### config.mk
export PLATFORM = sky130hd
export DESIGN_NAME = bin_bcd
export DESIGN_NICKNAME = d
export VERILOG_FILES = /design/src/rtl/bin_bcd_pkg.sv /design/src/rtl/bin_bcd_add3.sv /design/src/rtl/bin_bcd.sv
export SDC_FILE = /design/constraint.sdc
export NUM_CORES = 1
export LEC_CHECK = 0
export CELL_PAD_IN_SITES_DETAIL_PLACEMENT = 0
export CELL_PAD_IN_SITES_GLOBAL_PLACEMENT = 1
export CORE_ASPECT_RATIO = 1.1
export CORE_MARGIN = 3
export CORE_UTILIZATION = 41
export DETAILED_ROUTE_END_ITERATION = 7
export MAX_ROUTING_LAYER = met4
export PLACE_DENSITY = 0.81
export REMOVE_ABC_BUFFERS = 1
export SKIP_LAST_GASP = 1
export SYNTH_ARGS = -nofsm -noshare
export SYNTH_HDL_FRONTEND = slang
export SYNTH_SLANG_ARGS = --single-unit
### constraint.sdc
create_clock -name clk -period 1.9 [get_ports clk]
set_input_delay 0.57 -clock clk [delete_from_list [all_inputs] [get_ports clk]]
set_output_delay 0.57 -clock clk [all_outputs]
set_load 0.02 [all_outputs]
### src/rtl/bin_bcd_pkg.sv
//------------------------------------------------------------------------------
// Module   : bin_bcd_pkg
// Brief    : Shared types and constants for the 8-bit binary to BCD converter.
// Revision : 1.0 - initial release
//------------------------------------------------------------------------------
`default_nettype none

package bin_bcd_pkg;

    // Width of the binary input word
    localparam int BIN_W = 8;

    // Three BCD digits: hundreds, tens, units
    localparam int BCD_W = 12;

    // Code driven on a suppressed leading digit
    localparam logic [3:0] BCD_BLANK = 4'hF;

    // One shift per input bit
    localparam logic [3:0] ITER_N = 4'd8;

    // Converter control states
    typedef enum logic [1:0] {
        IDLE  = 2'd0,
        SHIFT = 2'd1,
        DONE  = 2'd2
    } state_e;

endpackage

`default_nettype wire

### src/rtl/bin_bcd_add3.sv
//------------------------------------------------------------------------------
// Module   : bcd_add3
// Brief    : Double-dabble digit correction: adds 3 to a BCD digit >= 5 so
//            the following left shift carries correctly into the next digit.
// Revision : 1.0 - initial release
//------------------------------------------------------------------------------
`default_nettype none

module bcd_add3 (
    input  logic [3:0] digit_i,
    output logic [3:0] digit_o
);

    // Digits only ever hold 0..9 here, so the +3 result never wraps
    assign digit_o = (digit_i >= 4'd5) ? (digit_i + 4'd3) : digit_i;

endmodule

`default_nettype wire

### src/rtl/bin_bcd.sv
//------------------------------------------------------------------------------
// Module   : bin_bcd
// Brief    : Sequential 8-bit binary to 3-digit BCD converter (double-dabble),
//            one bit per clock, valid/ready handshake on both sides.
//            Optional build macro BIN_BCD_LEADZERO_EN replaces leading zero
//            digits with the blank code 4'hF.
// Revision : 1.0 - initial release
//------------------------------------------------------------------------------
`default_nettype none

module bin_bcd
    import bin_bcd_pkg::*;
(
    input  logic             clk,
    input  logic             reset,
    input  logic [BIN_W-1:0] bin,
    input  logic             in_valid,
    output logic             in_ready,
    input  logic             out_ready,
    output logic             out_valid,
    output logic [3:0]       bcd2,
    output logic [3:0]       bcd1,
    output logic [3:0]       bcd0
);

    state_e             state_q, state_d;
    logic [BIN_W-1:0]   bin_q, bin_d;
    logic [BCD_W-1:0]   acc_q, acc_d;
    logic [3:0]         cnt_q, cnt_d;
    logic [3:0]         bcd2_q, bcd1_q, bcd0_q;
    logic [3:0]         bcd2_d, bcd1_d, bcd0_d;
    logic               load_digits;
    logic [BCD_W-1:0]   w_adj;
    logic [BCD_W-1:0]   w_acc_sh;

    // Per-digit +3 correction ahead of every shift
    genvar gi;
    generate
        for (gi = 0; gi < 3; gi++) begin : g_digit
            bcd_add3 u_add3 (
                .digit_i (acc_q[gi*4 +: 4]),
                .digit_o (w_adj[gi*4 +: 4])
            );
        end
    endgenerate

    // Corrected accumulator shifted left, taking the next binary MSB
    assign w_acc_sh = {w_adj[BCD_W-2:0], bin_q[BIN_W-1]};

    // Next-state logic: accept, iterate eight times, hold until consumed
    always_comb begin
        state_d     = state_q;
        bin_d       = bin_q;
        acc_d       = acc_q;
        cnt_d       = cnt_q;
        load_digits = 1'b0;
        case (state_q)
            IDLE: begin
                if (in_valid) begin
                    bin_d   = bin;
                    acc_d   = '0;
                    cnt_d   = ITER_N;
                    state_d = SHIFT;
                end
            end
            SHIFT: begin
                acc_d = w_acc_sh;
                // The accumulator MSB cannot be set for an 8-bit input; it is
                // rotated into the vacated LSB so the 20-bit word is a rotate.
                bin_d = {bin_q[BIN_W-2:0], w_adj[BCD_W-1]};
                cnt_d = cnt_q - 4'd1;
                if (cnt_q == 4'd1) begin
                    state_d     = DONE;
                    load_digits = 1'b1;
                end
            end
            DONE: begin
                if (out_ready) begin
                    state_d = IDLE;
                end
            end
            default: state_d = IDLE;
        endcase
    end

    // Output digit selection, with optional leading-zero blanking
    always_comb begin
        bcd2_d = bcd2_q;
        bcd1_d = bcd1_q;
        bcd0_d = bcd0_q;
        if (load_digits) begin
            bcd2_d = w_acc_sh[11:8];
            bcd1_d = w_acc_sh[7:4];
            bcd0_d = w_acc_sh[3:0];
`ifdef BIN_BCD_LEADZERO_EN
            if (w_acc_sh[11:8] == 4'd0) begin
                bcd2_d = BCD_BLANK;
                if (w_acc_sh[7:4] == 4'd0) begin
                    bcd1_d = BCD_BLANK;
                end
            end
`endif
        end
    end

    // State, datapath and result registers
    always_ff @(posedge clk or negedge reset) begin
        if (!reset) begin
            state_q <= IDLE;
            bin_q   <= '0;
            acc_q   <= '0;
            cnt_q   <= '0;
            bcd2_q  <= '0;
            bcd1_q  <= '0;
            bcd0_q  <= '0;
        end else begin
            state_q <= state_d;
            bin_q   <= bin_d;
            acc_q   <= acc_d;
            cnt_q   <= cnt_d;
            bcd2_q  <= bcd2_d;
            bcd1_q  <= bcd1_d;
            bcd0_q  <= bcd0_d;
        end
    end

    assign in_ready  = (state_q == IDLE);
    assign out_valid = (state_q == DONE);
    assign bcd2      = bcd2_q;
    assign bcd1      = bcd1_q;
    assign bcd0      = bcd0_q;

endmodule

`default_nettype wire

==> impl_metrics.env <==
export IMPL_status="finished, final reports clean"
export IMPL_die_h_um=76.9
export IMPL_cp_buffers_inverters=1
export IMPL_drc=0
export IMPL_antenna_found_initial=0
export IMPL_seqCellArea_um2=951
export IMPL_gp_congestion=0.859
export IMPL_pre_cts_ws_ps=32.0
export IMPL_pwr_share_seq_pct=36.6
export IMPL_dp_final_hpwl_um=2780
export IMPL_cp_arrival_ps=1260
export IMPL_cts_tree="built"
export IMPL_p_sw_mw=1.61
export IMPL_synth_distinct_cells=24
export IMPL_worstMarginPinSlew_ps=491
export IMPL_syn_to_final_growth_pct=24.4
export IMPL_first_pass_iters=4
export IMPL_crit_slowest_cell="clkdlybuf4s50_1"
export IMPL_crit_type="reg2out"
export IMPL_antenna_cells=0
export IMPL_cp_required_ps=1330
export IMPL_grt_usage_pct=15.6
export IMPL_cts_max_level=2
export IMPL_hold_class="in2async"
export IMPL_synth_area_um2=1870
export IMPL_cts_sinks=38
export IMPL_min_period_ps=1830
export IMPL_vias=1460
export IMPL_synthSimpleGateAreaFrac_pct=14.8
export IMPL_clock_path_buffers=2
export IMPL_grt_pass1_wl_um=6590
export IMPL_p_leak_nw=1.04
export IMPL_setup_ws_ps=70.9
export IMPL_clock_power_share_pct=15.6
export IMPL_post_cts_buffers=0
export IMPL_synthesis_instances=191
export IMPL_crit_family="buffers and inverters"
export IMPL_fin_skew_ps=4.18
export IMPL_path_max_fanout=2
export IMPL_r2r_end="acc_q[2]$_DFFE_PN0P_"
export IMPL_cp_start_kind="flop"
export IMPL_grt_pass1_vias=1460
export IMPL_powerDensity_nw_per_um2=1750
export IMPL_numCtsBuffers=5
export IMPL_maxSlewHeadroom_pct=67.3
export IMPL_ys_seq_area_share_pct=50.8
export IMPL_reg2regPathDepth=6
export IMPL_p_int_mw=2.47
export IMPL_setup_viol=0
export IMPL_die_w_um=70.4
export IMPL_portBuffers=25
export IMPL_ir_worst_vdd_v=0.000900
export IMPL_rows=25
export IMPL_drt_total_wl_um=3800
export IMPL_synth_warnings=0
export IMPL_drt_initial_drc_count=40
export IMPL_fill_cells=386
export IMPL_timing_fmax_ghz=0.547
export IMPL_swShare_pct=39.4
export IMPL_final_net_count=244
export IMPL_cap_violations=0
export IMPL_slew_viol_final=0
export IMPL_period_share_pct=96.3
export IMPL_final_core_util_pct=53.6
export IMPL_comb_power_share_pct=47.8
export IMPL_r2r_slack_ps=170
export IMPL_cts_root_buf="clkbuf_8"
export IMPL_power_mw=4.08
export IMPL_synth_compound_area_share_pct=19.1
export IMPL_synth_top_family_by_area="compound AO/OA/AOI/OAI gates"
export IMPL_wl_per_cell_um=13.6
export IMPL_die_area_um2=5410
export IMPL_cts_clk_slew_worst_paths_ps=70
export IMPL_start_util_pct=43.1
export IMPL_synth_xor_area_share_pct=1.87
export IMPL_slowest_delay_ps=610
export IMPL_io_pins=26
export IMPL_grt_max_degree=22
export IMPL_synth_seq_cells=38
export IMPL_hold_violations=0
export IMPL_rsz0062_at_grt="no"
export IMPL_setup_worst_path_end_class="output port"
export IMPL_synth_fa_ha_area_share_pct=5.35
export IMPL_cp_cell_sequence="clkdlybuf4s50_1"
export IMPL_r2r_start="acc_q[0]$_DFFE_PN0P_"
export IMPL_clk_latency_ps=290
export IMPL_drt_antenna_violating_nets=0
export IMPL_coreArea_um2=4350
export IMPL_grt_remaining_overflow=0
export IMPL_synth_mux_area_share_pct=4.41
export IMPL_drive_gt1_share_pct=12.0
export IMPL_multiInputGateArea_um2=856
export IMPL_postSynthAreaPerCell_um2=9.80
export IMPL_tns_ps=0
export IMPL_vias_per_cell=5.23
-- routing by layer --
layer,track usage (%),wire length (um)
met3,4.19,173
met2,25.6,1930
met5,-,0
met4,5.17,25
met1,18.6,1680
-- through the flow --
step / std cells / hold slack, ps / area (um2)
6_report: 279 / 229 / 2330
5_1_grt: 279 / 253 / 2330
4_1_cts: 279 / 237 / 2330
3_5_place_dp: 271 / 473 / 2220
3_3_place_gp: 271 / 460 / 2220
2_1_floorplan: 183 / 274 / 1840
-- registers in the layout (all words and copies together) (netlist names) --
register	cells
acc_q	12
bcd0	4
state_q	2
bin_q	8
bcd2	4
bcd1	4
cnt_q	4
-- power by group through the flow --
stage                     Clock [mW]  Sequential (mW)  Combinational, mW
after detailed placement           0             1.50               1.97
after floorplan                    0             1.60               1.15
final                          0.638             1.49               1.95
after global routing           0.703             1.55               2.20
after CTS                      0.663             1.49               1.97
after global placement             0             1.48               1.90
-- cell usage in the layout (no fill, tap or decap), drive strengths merged --
cell           synthesis  layout
a211o                  1       1
a21oi                 17      17
a22o                   4       4
a22oi                  7       7
and2b                  2       2
buf                    3      10
clkbuf                 5       8
clkdlybuf4s50          0      22
dfrtp                 38      38
dlygate4sd2            0       2
ha                     8       8
inv                    9       9
mux2                   7       7
nand2                 22      22
nand2b                 5       5
nand3                  2       2
nand3b                 1       1
nor2                   3       3
nor2b                  8       8
nor3                   5       5
nor3b                  6       6
o21ai                 33      33
o21bai                 1       1
xnor2                  3       3
xor2                   1       1
-- how the worst max path moves through the flow --
stage,from,end,slack (ps),cells past startpoint
final,bcd1[1]$_DFFE_PN0P_,bcd1[1],70,1
after global routing,acc_q[0]$_DFFE_PN0P_,bcd0[2]$_DFFE_PN0P_,20,6
after CTS,bcd1[1]$_DFFE_PN0P_,bcd1[1],50,1
after global placement,in_valid,bin_q[5]$_DFFE_PN0P_,70,5
after floorplan,state_q[1]$_DFFE_PN0P_,bcd0[0]$_DFFE_PN0P_,160,3
after detailed placement,in_valid,bin_q[1]$_DFFE_PN0P_,30,5
-- timing repair --
action | CTS | global route
resized for setup | 2 | 1
endpoints found under the setup margin | 2 | 6
hold buffers | 0 | 0
-- cell usage after synthesis (all sizes together) --
master	n	area (um2)
a211o	1	8.76
a21oi	17	85.1
a22o	4	35.0
a22oi	7	52.6
and2b	2	15.0
buf	3	15.0
clkbuf	5	18.8
dfrtp	38	951
ha	8	100
inv	9	33.8
mux2	7	82.6
nand2	22	82.6
nand2b	5	31.3
nand3	2	10.0
nand3b	1	7.51
nor2	3	11.3
nor2b	8	50.1
nor3	5	25.0
nor3b	6	45.0
o21ai	33	165
o21bai	1	11.3
xnor2	3	26.3
xor2	1	8.76
-- logic make-up (layout without fill, tap and decap cells) --
family / count (synthesis) / after routing
multiplexers: 7 / 7
flip-flops: 38 / 38
AND/OR/NAND/NOR: 54 / 54
adder cells (fa/ha/maj): 8 / 8
AO/OA/AOI/OAI: 63 / 63
XOR/XNOR: 4 / 4
buffers and inverters: 17 / 51
-- area by class of cell --
type	count	area share [%]
flip-flops and latches	38	40.8
multi-input cells	136	36.8
repair buffers	34	13.3
clock buffers	8	4.73
well taps	54	2.90
inverters	9	1.45
Note: power is estimated with default switching activity, not from simulation.
==> variant 1, RTL diff (config.mk and constraints unchanged) <==
Set the package constant `BIN_W` to 9 (it was 8).
--- a/src/rtl/bin_bcd_pkg.sv
+++ b/src/rtl/bin_bcd_pkg.sv
@@ -9,5 +9,5 @@
 
     // Width of the binary input word
-    localparam int BIN_W = 8;
+    localparam int BIN_W = 9;
 
     // Three BCD digits: hundreds, tens, units
Ports: changed (resized bin); port bits go from 26 to 27. The function was not compared with the original's and may differ.
==> variant 1 against the original RTL <==
Count of clock-buffer cells in the layout decreased by 1; cell area rose by 3.8%; clock power down 14%; sequential cell count is 1 higher; critical path depth unchanged; register-to-register slack better by 0.05 ns; synthesized area grew 3.9%; worst setup slack improved by 0.020 ns; routed wire length up 0.82%; core utilization rose by 0.87 points; cell count rose by 3.9%; power grew 0.60%; clock skew about the same.
==> variant 1: results (changes against the original RTL) <==
stage,metric,value,unit,change
route,vias_per_cell,5.18,,-0.96%
clock_network,numCtsBuffers,5,,unchanged
layout,nets,256,,+4.9%
clock_network,clockRootBuffer,clkbuf_8,,
synth,syn-instance-count,199,,+4.2%
synth,synth_adder_area_share,5.15,%,-0.20 points
synth,synth_area_leaders,"dfrtp_1 (50%), o21ai_0 (6.4%), ha_1 (5.1%), nand2_1 (4.4%), a21oi_1 (3.9%)",,
layout,n_fill_cell,437,,+13%
global_routing,track_usage,15.2,%,-0.38 points
route,dr.pass1.iters,4,,unchanged
layout,drive_above_1_share,13.1,%,+1.1 points
global_routing,grt_pass1_wl,6570,um,-0.32%
sta,skew,0.00446,ns,+0.000284 ns
route,vias,1503,,+2.9%
clock_network,post_cts_buffers,0,,unchanged
synth,synth-xor-area-share,1.80,%,-0.070 points
power,ir_drop,0.600,mV,-33%
setup_path,r2r_slack,0.22,ns,+0.05 ns
setup_path,cpPeakStageDelay,0.60,ns,
global_routing,antenna_found_initial,0,,unchanged
synth,synth_mux_area_share,3.47,%,-0.94 points
clock_network,htreeDepth,2,,unchanged
setup_path,cp_max_fo,2,,unchanged
clock_network,clock_latency,0.29,ns,about the same
worst_hold_path,min_path_type,input port to async pin,,
place,hpwl,2770,um,about the same
place,gp_congestion,0.752,,-12%
run_status,status,"finished, final reports clean",,
synth,synth_common_cells,"dfrtp_1 (39), o21ai_0 (25), nand2_1 (23)",,
synth,synth-compound-area-share,20.0,%,+0.90 points
layout,reg.largest.list,"acc_q (12), bin_q (9)",,
synth,yosysSeqAreaShare,50.2,%,-0.61 points
global_routing,grt_pass1_vias,1425,,-2.4%
route,totalWireLength,3830,um,+0.82%
place,dp_cells,282,,+4.1%
clock_network,ctsLongestPathBuffers,2,,unchanged
clock_network,path_clk_slew,0.08,ns,
sta,fin_tns_setup,0,ns,unchanged
setup_path,ff2ff_path_depth,6,,unchanged
synth,yosysWarnings,0,,unchanged
synth,synth_cell_type_count,30,,+25%
global_routing,grt_max_degree,25,,+14%
sta,hold-worst-slack,0.190,ns,-0.0390 ns
power,p_leak,1.06,nW,+1.9%
setup_path,cpMaxStageDelayCell,clkdlybuf4s50_1,,
place,io_buffers,26,,+4.0%
sta,relSlewSlack,74.4,%,+7.1 points
route,first_iter_violations,57,,+43%
-- variant 1: cell types whose count changed after synthesis, sizes merged, moves of 2 or more --
| cell | unedited run | this run |
|---|---|---|
| nor2b | 8 | 10 |
| o21ai | 33 | 36 |
| nand2 | 22 | 24 |
| buf | 3 | 7 |
| clkbuf | 5 | 2 |
-- variant 1: per-stage QoR --
stage	power, mW	setup WS (ns)	area [um2]
after floorplan	2.82	0.246	1900
after global placement	3.56	0.0383	2340
after detailed placement	3.61	0.00401	2340
after CTS	4.17	0.0452	2420
after global routing	4.48	0.0206	2420
final	4.10	0.0909	2420
-- variant 1: cell type report --
type | instances | area share [%]
clock buffer | 7 | 3.16
clock inverter | 1 | 0.207
inverter | 9 | 1.40
multi-input combinational | 142 | 36.8
sequential | 39 | 40.4
tap | 54 | 2.80
timing repair buffer | 38 | 15.3
-- variant 1: final timing paths --
kind                                            from                    to
min in group clk                 bcd1[3]$_DFFE_PN0P_   bcd1[3]$_DFFE_PN0P_
worst max register to register  acc_q[0]$_DFFE_PN0P_  acc_q[2]$_DFFE_PN0P_
worst min-delay path                           reset  bin_q[0]$_DFFE_PN0P_
worst min register to register   bcd1[3]$_DFFE_PN0P_   bcd1[3]$_DFFE_PN0P_
worst max-delay path             bcd1[1]$_DFFE_PN0P_               bcd1[1]
max in group asynchronous                      reset   bcd0[0]$_DFFE_PN0P_
-- variant 1: what timing repair did --
item | 4_1_cts | 5_1_grt
pin swaps | 0 | 0
gates resized for setup | 2 | 1
endpoints found under the setup margin | 2 | 1
-- variant 1: cell families after synthesis --
group                      count (synthesis)
xor gates and xnor gates                   4
adders and majority gates                  8
DFF                                       39
AOI/OAI and AO/OA                         67
and+or+nand+nor                           57
muxes                                      6
buffers and inverters                     18
-- variant 1: power breakdown --
group | internal [mW] | switching, mW | total (mW)
clock | 0.258 | 0.291 | 0.549
combinational | 0.979 | 1.06 | 2.03
sequential | 1.21 | 0.313 | 1.52
-- variant 1: routing by layer --
metal | up-vias | track usage [%] | share of wire (%) | wire length (um)
met2 | 28 | 23.7 | 46 | 1770
met1 | 710 | 19.5 | 49 | 1870
li1 | 759 | - | - | -
met5 | - | - | 0 | 0
met3 | 6 | 4.23 | 4.1 | 156
met4 | 0 | 4.14 | 1.1 | 44
==> variant 2, RTL diff (config.mk and constraints unchanged) <==
Without the edit above. Reset style: synchronous (`reset`), changed in one clocked block.
--- a/src/rtl/bin_bcd.sv
+++ b/src/rtl/bin_bcd.sv
@@ -105,5 +105,5 @@
 
     // State, datapath and result registers
-    always_ff @(posedge clk or negedge reset) begin
+    always_ff @(posedge clk) begin
         if (!reset) begin
             state_q <= IDLE;
Check against the original RTL: differs if reset is asserted again (counterexample within 4 cycles, from zero or initial values and one cycle with reset low); with reset held inactive, the same outputs for 10 cycles.
==> variant 2 against the original RTL <==
Sequential share of layout area fell by 6.0 points; synthesized area fell by 6.2%; largest cell class is now multi-input combinational cells; cell area fell by 6.3%; sequential cell count did not move; worst setup slack improved by 0.032 ns; core utilization rose by 0.24 points; routed wire length rose by 0.21%.
Power is not compared: it rests on default switching activity, and its combinational part moved more than twofold at a synthesized area within 25%.
==> variant 2: results (changes against the original RTL) <==
stage,metric,value,unit,change
global_routing,grtUsageMet3,4.48,%,+0.28 points
route,wl_met3,93,um,-46%
global_routing,grt_pass1_wl,6560,um,-0.52%
layout,finalNonFillerCells,286,,+2.5%
layout,clk_share,4.36,%,-0.37 points
layout,n_fill_cell,403,,+4.4%
synth,synthArstFlopShare,0,%,-100 points
layout,multi_input_area_share,41.2,%,+4.4 points
run_status,status,"finished, final reports clean",,
place,hpwl,2740,um,-1.2%
setup_path,arrival,1.23,ns,-0.03 ns
layout,n_clock_buffer,6,,-2
synth,synth_cell_type_count,37,,+54%
global_routing,grt_max_degree,20,,-9.1%
setup_path,reg2reg_from,state_q[0]$_SDFFE_PN0P_,,
layout,seqCellArea,761,um2,-20%
route,wl_met2,1760,um,-8.5%
layout,n_all_inverters,11,,+2
place,place_area,2090,um2,-5.9%
layout,fin_util,53.8,%,+0.24 points
global_routing,grt_pass1_vias,1516,,+3.8%
synth,yosysTopAreaCellShare,43.3,%,-7.5 points
route,wire_per_inst,13.3,um,-2.2%
setup_path,r2r_slack,0.22,ns,+0.05 ns
layout,nMultiInputCombCells,144,,+5.9%
worst_hold_path,min_path_type,flop to flop,,
place,dp_cells,278,,+2.6%
sta,fmax,0.556,GHz,+1.8%
place,preCtsSetupSlack,0.0577,ns,+0.0257 ns
clock_network,clock_latency,0.29,ns,about the same
sta,hold-worst-slack,0.470,ns,+0.241 ns
global_routing,track_usage,17.8,%,+2.2 points
sta,skew,0.00584,ns,+0.00166 ns
layout,drive_above_1_share,10.3,%,-1.7 points
layout,nets,253,,+3.7%
synth,syn-cell-area,1760,um2,-6.2%
route,vias_per_cell,5.23,,about the same
layout,buffer_area_share,14.7,%,+1.4 points
sta,relSlewSlack,78.8,%,+12 points
synth,yosysSeqAreaShare,43.3,%,-7.5 points
place,gp_congestion,0.791,,-8.0%
setup_path,startpoint,bcd1[2]$_SDFFE_PN0P_,,
variant 2: cell count changes in the layout (fill, tap and decap cells not counted), sizes merged, moves of 3 or more:
cell / unedited run / this run
a22o: 4 / 0
a22oi: 7 / 2
a31oi: 0 / 3
dfrtp: 38 / 0
dfxtp: 0 / 38
mux2: 7 / 4
nor2b: 8 / 5
o211a: 0 / 3
o21ai: 33 / 28
o22ai: 0 / 12
variant 2: kinds of logic (layout without fill, tap and decap cells):
family                     after synthesis  in the layout  share of synthesized area (%)
AOI/OAI and AO/OA                       73             73                           24.2
and+or+nand+nor                         55             55                           16.6
DFF                                     38             38                           43.3
buffers and inverters                   20             52                           5.49
adders and majority gates                8              8                           5.70
muxes                                    5              5                           3.14
xor gates and xnor gates                 3              3                           1.50
variant 2: what timing repair did:
item	CTS	global route
hold buffers	0	0
resized for setup	2	0
setup endpoints to repair	2	0
